`config.mk`:
```
export PLATFORM = sky130hd
export DESIGN_NAME = vec_stream_misr
export DESIGN_NICKNAME = d
export VERILOG_FILES = /design/src/rtl/vec_stream_pkg.sv /design/src/rtl/sync_fifo.sv /design/src/rtl/vec_stream_misr.sv
export SDC_FILE = /design/constraint.sdc
export NUM_CORES = 1
export LEC_CHECK = 0
export CORE_MARGIN = 2
export CORE_UTILIZATION = 51
export CTS_CLUSTER_SIZE = 12
export DETAILED_ROUTE_END_ITERATION = 10
export PLACE_DENSITY = 0.81
export SYNTH_ARGS = -nofsm -noshare
export SYNTH_HDL_FRONTEND = slang
export SYNTH_SLANG_ARGS = --single-unit
export TNS_END_PERCENT = 10
```
`constraint.sdc`:
```
create_clock -name clk -period 3.7 [get_ports clk]
set_input_delay 1.11 -clock clk [delete_from_list [all_inputs] [get_ports clk]]
set_output_delay 1.11 -clock clk [all_outputs]
set_load 0.01 [all_outputs]
```
`src/rtl/vec_stream_pkg.sv`:
```
// Shared types, default MISR constants and the MISR update step used by the
// vector streaming harness.
package vec_stream_pkg;

  typedef enum logic [1:0] {IDLE, RUN, DRAIN, DONE} state_t;

  // Widest signature the generic step function supports.
  localparam int MISR_MAX_W = 64;

  localparam logic [29:0] MISR_POLY_DEFAULT = 30'h2000_0003;
  localparam logic [29:0] MISR_SEED_DEFAULT = 30'h0;

  // One MISR clock: shift left, fold the dropped MSB back through the taps,
  // then absorb the new response. Only the low w bits are meaningful.
  function automatic logic [MISR_MAX_W-1:0] misr_step(
    input logic [MISR_MAX_W-1:0] sig,
    input logic [MISR_MAX_W-1:0] data,
    input logic [MISR_MAX_W-1:0] poly,
    input int                    w
  );
    logic [MISR_MAX_W-1:0] mask;
    logic [MISR_MAX_W-1:0] nxt;
    mask = (w >= MISR_MAX_W) ? '1 : ((MISR_MAX_W'(1) << w) - MISR_MAX_W'(1));
    nxt  = (sig << 1) ^ (sig[6'(w - 1)] ? poly : '0) ^ data;
    return nxt & mask;
  endfunction

endpackage

```
`src/rtl/sync_fifo.sv`:
```
// Single-clock FIFO with occupancy count and synchronous flush; a push into
// a full FIFO is accepted only when a pop happens in the same cycle.
module sync_fifo #(
  parameter  int WIDTH = 8,
  parameter  int DEPTH = 4,
  localparam int AW    = $clog2(DEPTH),
  localparam int CW    = AW + 1
) (
  input  logic             clk,
  input  logic             rst_n,
  input  logic             flush,
  input  logic             push,
  input  logic [WIDTH-1:0] wdata,
  input  logic             pop,
  output logic [WIDTH-1:0] rdata,
  output logic [CW-1:0]    count,
  output logic             empty
);

  logic [WIDTH-1:0] mem [DEPTH];
  logic [AW-1:0]    wr_ptr;
  logic [AW-1:0]    rd_ptr;
  logic             full;
  logic             do_push;
  logic             do_pop;

  assign empty   = (count == '0);
  assign full    = (count == CW'(DEPTH));
  assign do_pop  = pop && !empty;
  assign do_push = push && (!full || do_pop);
  assign rdata   = mem[rd_ptr];

  // NOTE: sequential state is written with non-blocking assignments only, so
  // every flop samples pre-edge values regardless of statement order.
  always_ff @(posedge clk or negedge rst_n) begin
    if (!rst_n) begin
      wr_ptr <= '0;
      rd_ptr <= '0;
      count  <= '0;
    end else if (flush) begin
      wr_ptr <= '0;
      rd_ptr <= '0;
      count  <= '0;
    end else begin
      if (do_push) wr_ptr <= wr_ptr + AW'(1);
      if (do_pop)  rd_ptr <= rd_ptr + AW'(1);
      count <= count + CW'(do_push) - CW'(do_pop);
    end
  end

  // NOTE: storage has no reset; count/pointers guarantee stale words are never
  // presented as valid, and leaving it unreset lets it map to plain RAM.
  always_ff @(posedge clk) begin
    if (do_push && !flush) mem[wr_ptr] <= wdata;
  end

endmodule

```
`src/rtl/vec_stream_misr.sv`:
```
// Streams vectors into a combinational DUT, captures its responses LAT edges
// later, compacts them into a MISR and optionally queues them for readout.
module vec_stream_misr
  import vec_stream_pkg::*;
#(
  parameter int               IN_W      = 50,
  parameter int               OUT_W     = 30,
  parameter int               DEPTH     = 4,
  parameter int               LAT       = 1,
  parameter logic [OUT_W-1:0] MISR_POLY = OUT_W'(MISR_POLY_DEFAULT),
  parameter logic [OUT_W-1:0] MISR_SEED = OUT_W'(MISR_SEED_DEFAULT)
) (
  input  logic             clk,
  input  logic             rst_n,
  input  logic             start,
  input  logic [15:0]      num_vec,
  input  logic             mode,
  input  logic             vec_valid,
  output logic             vec_ready,
  input  logic [IN_W-1:0]  vec_data,
  output logic [IN_W-1:0]  dut_in,
  input  logic [OUT_W-1:0] dut_out,
  output logic             res_valid,
  input  logic             res_ready,
  output logic [OUT_W-1:0] res_data,
  output logic             busy,
  output logic             done,
  output logic [OUT_W-1:0] signature,
  output logic [15:0]      vec_count
);

  localparam int FCW = $clog2(DEPTH) + 1;
  localparam int IFW = $clog2(LAT + 1);

  state_t           state;
  logic [15:0]      num_vec_q;
  logic             mode_q;
  logic [LAT-1:0]   pipe_v;
  logic [IFW-1:0]   inflight;
  logic [FCW-1:0]   fifo_count;
  logic             fifo_empty;
  logic             credit_ok;
  logic             accept;
  logic             capture;
  logic             start_ok;
  logic [OUT_W-1:0] cap_data;

  // Results already queued plus those still in the pipe may never exceed the
  // FIFO, so a capture always finds room even with the consumer stalled.
  assign credit_ok = mode_q || ((int'(fifo_count) + int'(inflight)) < DEPTH);
  assign vec_ready = (state == RUN) && (vec_count < num_vec_q) && credit_ok;
  assign accept    = vec_valid && vec_ready;
  assign capture   = pipe_v[LAT-1];
  assign start_ok  = start && ((state == IDLE) || (state == DONE));
  assign busy      = (state == RUN) || (state == DRAIN);
  assign done      = (state == DONE);
  assign res_valid = !mode_q && !fifo_empty;

  // The first stage is the DUT itself; extra stages hold each response
  // aligned with its valid bit so back-to-back vectors do not overwrite it.
  if (LAT == 1) begin : g_direct
    assign cap_data = dut_out;
  end else begin : g_delay
    logic [OUT_W-1:0] dly [LAT-1];
    always_ff @(posedge clk or negedge rst_n) begin
      if (!rst_n) begin
        for (int i = 0; i < LAT - 1; i++) dly[i] <= '0;
      end else begin
        dly[0] <= dut_out;
        for (int i = 1; i < LAT - 1; i++) dly[i] <= dly[i-1];
      end
    end
    assign cap_data = dly[LAT-2];
  end

  always_ff @(posedge clk or negedge rst_n) begin
    if (!rst_n) begin
      state     <= IDLE;
      num_vec_q <= '0;
      mode_q    <= 1'b0;
      vec_count <= '0;
      dut_in    <= '0;
      signature <= '0;
      pipe_v    <= '0;
      inflight  <= '0;
    end else begin
      pipe_v   <= (pipe_v << 1) | LAT'(accept);
      inflight <= inflight + IFW'(accept) - IFW'(capture);

      if (accept) begin
        dut_in    <= vec_data;
        vec_count <= vec_count + 16'd1;
      end

      if (capture) begin
        signature <= OUT_W'(misr_step(MISR_MAX_W'(signature), MISR_MAX_W'(cap_data),
                                      MISR_MAX_W'(MISR_POLY), OUT_W));
      end

      case (state)
        IDLE, DONE: begin
          if (start) begin
            num_vec_q <= num_vec;
            mode_q    <= mode;
            signature <= MISR_SEED;
            vec_count <= '0;
            state     <= (num_vec == 16'd0) ? DONE : RUN;
          end
        end
        RUN: begin
          if (accept && (vec_count + 16'd1 == num_vec_q)) state <= DRAIN;
        end
        DRAIN: begin
          if ((inflight == '0) && (mode_q || fifo_empty)) state <= DONE;
        end
        default: state <= IDLE;
      endcase
    end
  end

  sync_fifo #(
    .WIDTH (OUT_W),
    .DEPTH (DEPTH)
  ) u_fifo (
    .clk   (clk),
    .rst_n (rst_n),
    .flush (start_ok),
    .push  (capture && !mode_q),
    .wdata (cap_data),
    .pop   (res_valid && res_ready),
    .rdata (res_data),
    .count (fifo_count),
    .empty (fifo_empty)
  );

endmodule

```
Word level (Yosys, flattened, before mapping)
Memory sizes are Yosys's and may differ from the RTL's.
Index checks and enable logic that the tools add are counted.
{ "word_totals": {"latchBits": 0, "n_memories": 1, "mem_bits_ro": 0, "wordCells": 81, "out_inout_bits": 130, "register_bits": 124, "mem_bits_rw": 120, "in_bits": 102} }
{ "classes": {"bitwise": 3, "reduce_logical": 29, "mux": 19, "div": 0, "multipliers": 0, "eq_ne": 8, "n_shift": 0, "add_sub_neg": 8, "magnitude_cmp": 2} }
{ "mem_list": {"columns": ["name", "depth", "width", "read_ports", "rd_ports_with_merged_regs", "wr", "line_no", "rtl"], "rows": [
  ["u_fifo.mem", 4, 30, 1, 0, 1, "sync_fifo.sv:20", "logic [WIDTH-1:0] mem [DEPTH];"]
]} }
{ "op_table": {"columns": ["operator", "count"], "rows": [
  ["30-bit two-way mux", 4],
  ["30-bit XOR", 2],
  ["16-bit two-way mux", 3],
  ["16-bit by 1-bit adder with 16-bit output, second input constant", 1],
  ["16-bit equality test", 1],
  ["16-bit zero test", 1],
  ["16-bit less-than comparator", 1],
  ["2-bit two-way mux", 8],
  ["1-bit logical AND", 12],
  ["2-bit case mux with 3 select lines", 1],
  ["1-bit logical OR", 5],
  ["2-bit by 1-bit adder with 2-bit output, second input constant", 2],
  ["3-bit by 1-bit adder with 4-bit output", 1],
  ["2-bit equality test, second input constant", 2],
  ["1-bit zero test", 4],
  ["4-bit by 3-bit less-than comparator with 1-bit output, second input constant", 1],
  ["2-bit by 1-bit != test with 1-bit output, second input constant", 2],
  ["2-bit nonzero test", 2],
  ["3-bit by 1-bit adder with 3-bit output", 1],
  ["3-bit equality test, second input constant", 1],
  ["3-bit zero test", 1],
  ["3-bit two-way mux", 1],
  ["3-bit AND reduction", 1],
  ["3-bit by 1-bit subtractor with 3-bit output", 1],
  ["9 further kinds", 10]
]} }

Logic depth before layout (Yosys ltp)
{ "depth": {"depth_word": 10, "mapped_depth": 12, "ltp_nobuf": 10} }

By module
From an unflattened synthesis, not the netlist that was laid out.
{ "hier_totals": {"hier_cells": 829, "hier_area_um2": 10590.2} }
{ "by_module_without_submodules": {"columns": ["mod", "n_inst", "seq_area_each_um2", "area_each_um2", "cells_per_inst"], "rows": [
  ["vec_stream_misr", 1, 2927.8, 5799.3, 625],
  ["sync_fifo", 1, 3778.6, 4790.8, 204]
]} }

Worst setup path before layout
OpenSTA, ideal clock, no wires.
{ "synth_timing": {"kind": "register to output", "from": "register vec_count[1]", "to": "output vec_ready", "n_path_buf": 1, "stages_incl_launch_ff": 8, "t_required_ns": 2.590, "slack_ns": 0.661, "arrival_time_ns": 1.929, "cell_sequence": "dfrtp_1 > ha_1 > nor2b_1 > o211ai_1 > a21oi_1 > o311a_1 > clkbuf_1 > and4b_1"} }
{ "synth_via": {"elab_chain_cells": 3} }
{ "synth_lines": {"columns": ["element", "line_no", "rtl"], "rows": [
  ["from (decl)", "vec_stream_misr.sv:29", "output logic [15:0] vec_count"],
  ["from (signal assigned)", "vec_stream_misr.sv:92", "vec_count <= vec_count + 16'd1;"],
  ["16-bit less-than comparator", "vec_stream_misr.sv:51", "assign vec_ready = (state == RUN) && (vec_count < num_vec_q) && credit_ok;"],
  ["1-bit logical AND (2 in series)", "vec_stream_misr.sv:51", null],
  ["to (decl)", "vec_stream_misr.sv:19", "output logic vec_ready,"]
]} }
No other way between the ends.

Final worst setup path
Same ends and word-level chain as after synthesis.

==> summary.md <==
| Metric | Value |
|---|---|
| First DRT Iteration DRCs | 343 |
| Average size of a mapped cell | 12.73 sq um |
| Synth Area in XOR/XNOR | 6.181% |
| GRT Resource Usage Total | 23.63% |
| R2r worst-path depth | 10 |
| CP Capture Type | output pin |
| WS Path Type | flop to output pin |
| Min Tclk post-route | 3.598 ns |
| Die Wd | 147.4 um |
| Initial antenna violation count | 0 |
| Via density per instance | 5.361 |
| TritonCTS clock tree | yes |
| Largest net degree at the start of global routing | 60 |
| Post-Syn Area | 0.01049 sq mm |
| Initial Util | 51.82% |
| Io pins | 232 |
| Vias | 7237 |
| GP Congestion | 0.8722 |
| Distinct cells, synth | 44 |
| Routed len/inst | 18.82 um |
| Commonest non-fill, non-tap cell in the layout | clkdlybuf4s50_1 |
| Ant. Diodes | 0 |
| Most frequent cells in the layout | 229 x clkdlybuf4s50_1, 181 x nand2_1, 120 x dfrtp_1, 120 x edfxtp_1, 61 x xnor2_1 |
| R2R setup slack | 0.73 ns |
| Period utilization | 97.24% |
| H-tree depth | 1 |
| Syn Nets | 955 |
| TritonCTS buffer count | 25 |
| Top FF cell, synth | dfrtp_1 |
| Utilization after layout | 68.89% |
| Adder-cell share of the synthesized area | 3.532% |
| Slew HR | 57.86% |
| Crit Path Max Fanout | 2 |
| Post-synthesis mux area share | 6.825% |
| Core area | 0.02023 sq mm |
| Dpl hpwl | 17200 um |
| Remaining global-route overflow | 0 |
| Main combinational cell family by area after synthesis | simple AND/OR/NAND/NOR gates |
| Die height | 147.4 um |
| Status | finished, final reports clean |
| Power density over the cells | 741.3 mW/mm^2 |
| Hold Path Stages | 2 |
| Hold WS | 0.4723 ns |
| Final setup TNS | 0 ns |
| Hold_sp | dut_in[41] |
| Startpoint types | flop |
| Fin. Hold Viols | 0 |
| Synth warn | 0 |
| Fmax | 278.0 MHz |
| Final Skew | 0.01596 ns |
| CTS max path bufs | 3 |
| End of the worst hold path | dut_in[41] |
| Layout area overhead | 32.93% |
| Fin nets | 1192 |
| Synthesized flop and latch total | 244 |
| Synth top area share | 34.36% |
| Drt drc | 0 |
| Most area-hungry cell type in the Yosys netlist | edfxtp_1 |
| Simple-gate portion of the synthesized area | 12.04% |
| Row Count | 52 |
| Clock sinks | 244 |
| Compound-Gate Fraction of Synth Area | 4.987% |
| Worst Tran Pin Value | 0.6322 ns |
| RR Startpoint | vec_count[1] |
| Port Buffer Count | 231 |
| Clock tree root driver cell | clkbuf_16 |
| VDD IR max | 436.8 uV |
| Post-synth ARST share | 50.82% |
| Data arrival time of the worst path | 2.49 ns |
| Post-synthesis sequential area ratio | 63.95% |
| Lkg Pwr | 5.498 nW |
| Largest cells by area after synthesis | edfxtp_1 34%, dfrtp_1 30%, nand2_1 6.5%, mux4_2 6.4%, xnor2_1 5.1% |
| Maxcap violations | 0 |
| Post-DRT Antenna Nets | 0 |
| Reg-to-reg critical path endpoint | vec_count[7] |
| Worst path required time | 2.59 ns |
| Wirelength, routed | 25400 um |
| DR pass1 iterations | 5 |
| Number of global-route vias before repair | 7444 |
| Fin. max-slew vios | 0 |
| Die area | 0.02172 sq mm |
| Number of flops mapped to enable cells by yosys | 120 |
| Post-CTS Hold Buffers | 0 |
| Post-Synthesis Cells | 824 |
| Unrepaired setup endpoints after global routing | false |
| Ratio of cells with drive above 1 in the final layout | 8.426% |
| Global-route wire length before repair | 40520 um |
| Hold Path Class | flop to flop |
| Final Setup Violations | 0 |
| Clock insertion delay at the later pin of the skew report | 0.52 ns |
| Clk slew on worst S/H paths | 0.06 ns |
## flip-flops by register name, summed over array words and instances (netlist names)
signal and flops:
dut_in 50, signature 30, capture 1, u_fifo.mem 120, num_vec_q 16, inflight 1, u_fifo.rd_ptr 2, state 2
u_fifo.count 3, u_fifo.wr_ptr 2, mode_q 1, vec_count 16
## power by group
part           leakage, nW  internal, mW  total, mW  switching (mW)
Sequential            2.66          3.50       3.95           0.451
Clock                0.361          1.33       2.33           0.992
Combinational         2.48          2.06       4.06            2.00
## cell usage after synthesis (all sizes together), types with 2 or more instances
master    n
a211oi   28
a21oi    15
a41oi     3
and2      3
and3      8
buf      14
clkbuf   27
dfrtp   124
edfxtp  120
ha       28
inv      26
mux2i     4
mux4     30
nand2   182
nand3     7
nand4     6
nor2     58
nor2b     3
nor3      9
nor3b     2
nor4     10
o21ai    23
or3       4
xnor2    61
xor2     13
## how the worst max path moves through the flow
stage	startpoint	to	slack [ns]	cells past startpoint
2_1_floorplan	vec_count[1]	vec_ready	0.66	7
3_3_place_gp	vec_count[1]	vec_ready	0.32	7
3_5_place_dp	vec_count[1]	vec_ready	0.28	7
4_1_cts	num_vec_q[1]	vec_ready	0.04	8
5_1_grt	vec_count[1]	vec_ready	0.02	7
6_report	vec_count[1]	vec_ready	0.10	7
## logic make-up after synthesis
family                   Yosys count
AO/OA/AOI/OAI                     78
XOR/XNOR                          74
adder cells (fa/ha/maj)           29
buffers and inverters             67
flip-flops                       244
multiplexers                      34
AND/OR/NAND/NOR                  298
## per-layer routing
layer	GRT usage (%)	share of wire (%)	vias up
li1	-	-	3361
met1	31.04	41	3547
met2	39.14	47	283
met3	6.790	9.1	46
met4	6.250	2.1	0
met5	0	0	-
## area by class of cell
cell class                 count  area [sq um]
sequential                   244          6711
fill                        1377          6295
multi-input combinational    513          3521
timing repair buffer         251          2522
clock buffer                  42         729.5
tap                          270         337.8
inverter                      26         97.59
clock inverter                 4         20.02
## repair_timing
action | in CTS | in global routing
buffers inserted | 1 | 1
gates cloned | 0 | 0
resized for setup | 1 | 3
setup endpoints to repair | 1 | 1
## stage by stage
stage          worst slack [ns]  cells  total power, mW  area [sq um]
4_1_cts                 0.04484   1349            10.42         13930
6_report                 0.1023   1350            10.33         13940
3_3_place_gp             0.3247   1302            7.913         13170
2_1_floorplan            0.6613    824            6.070         10490
3_5_place_dp             0.2798   1302            8.027         13170
5_1_grt                 0.02373   1350            10.93         13940
## worst max-delay path: stages, from the launching register on
cell	delay (ns)
dfrtp_1	0.38
ha_1	0.29
nor2b_1	0.13
o211ai_1	0.16
a21oi_1	0.12
o311a_1	0.39
and4b_1	0.27
clkdlybuf4s15_1	0.24
(Power assumes the default switching activity.)
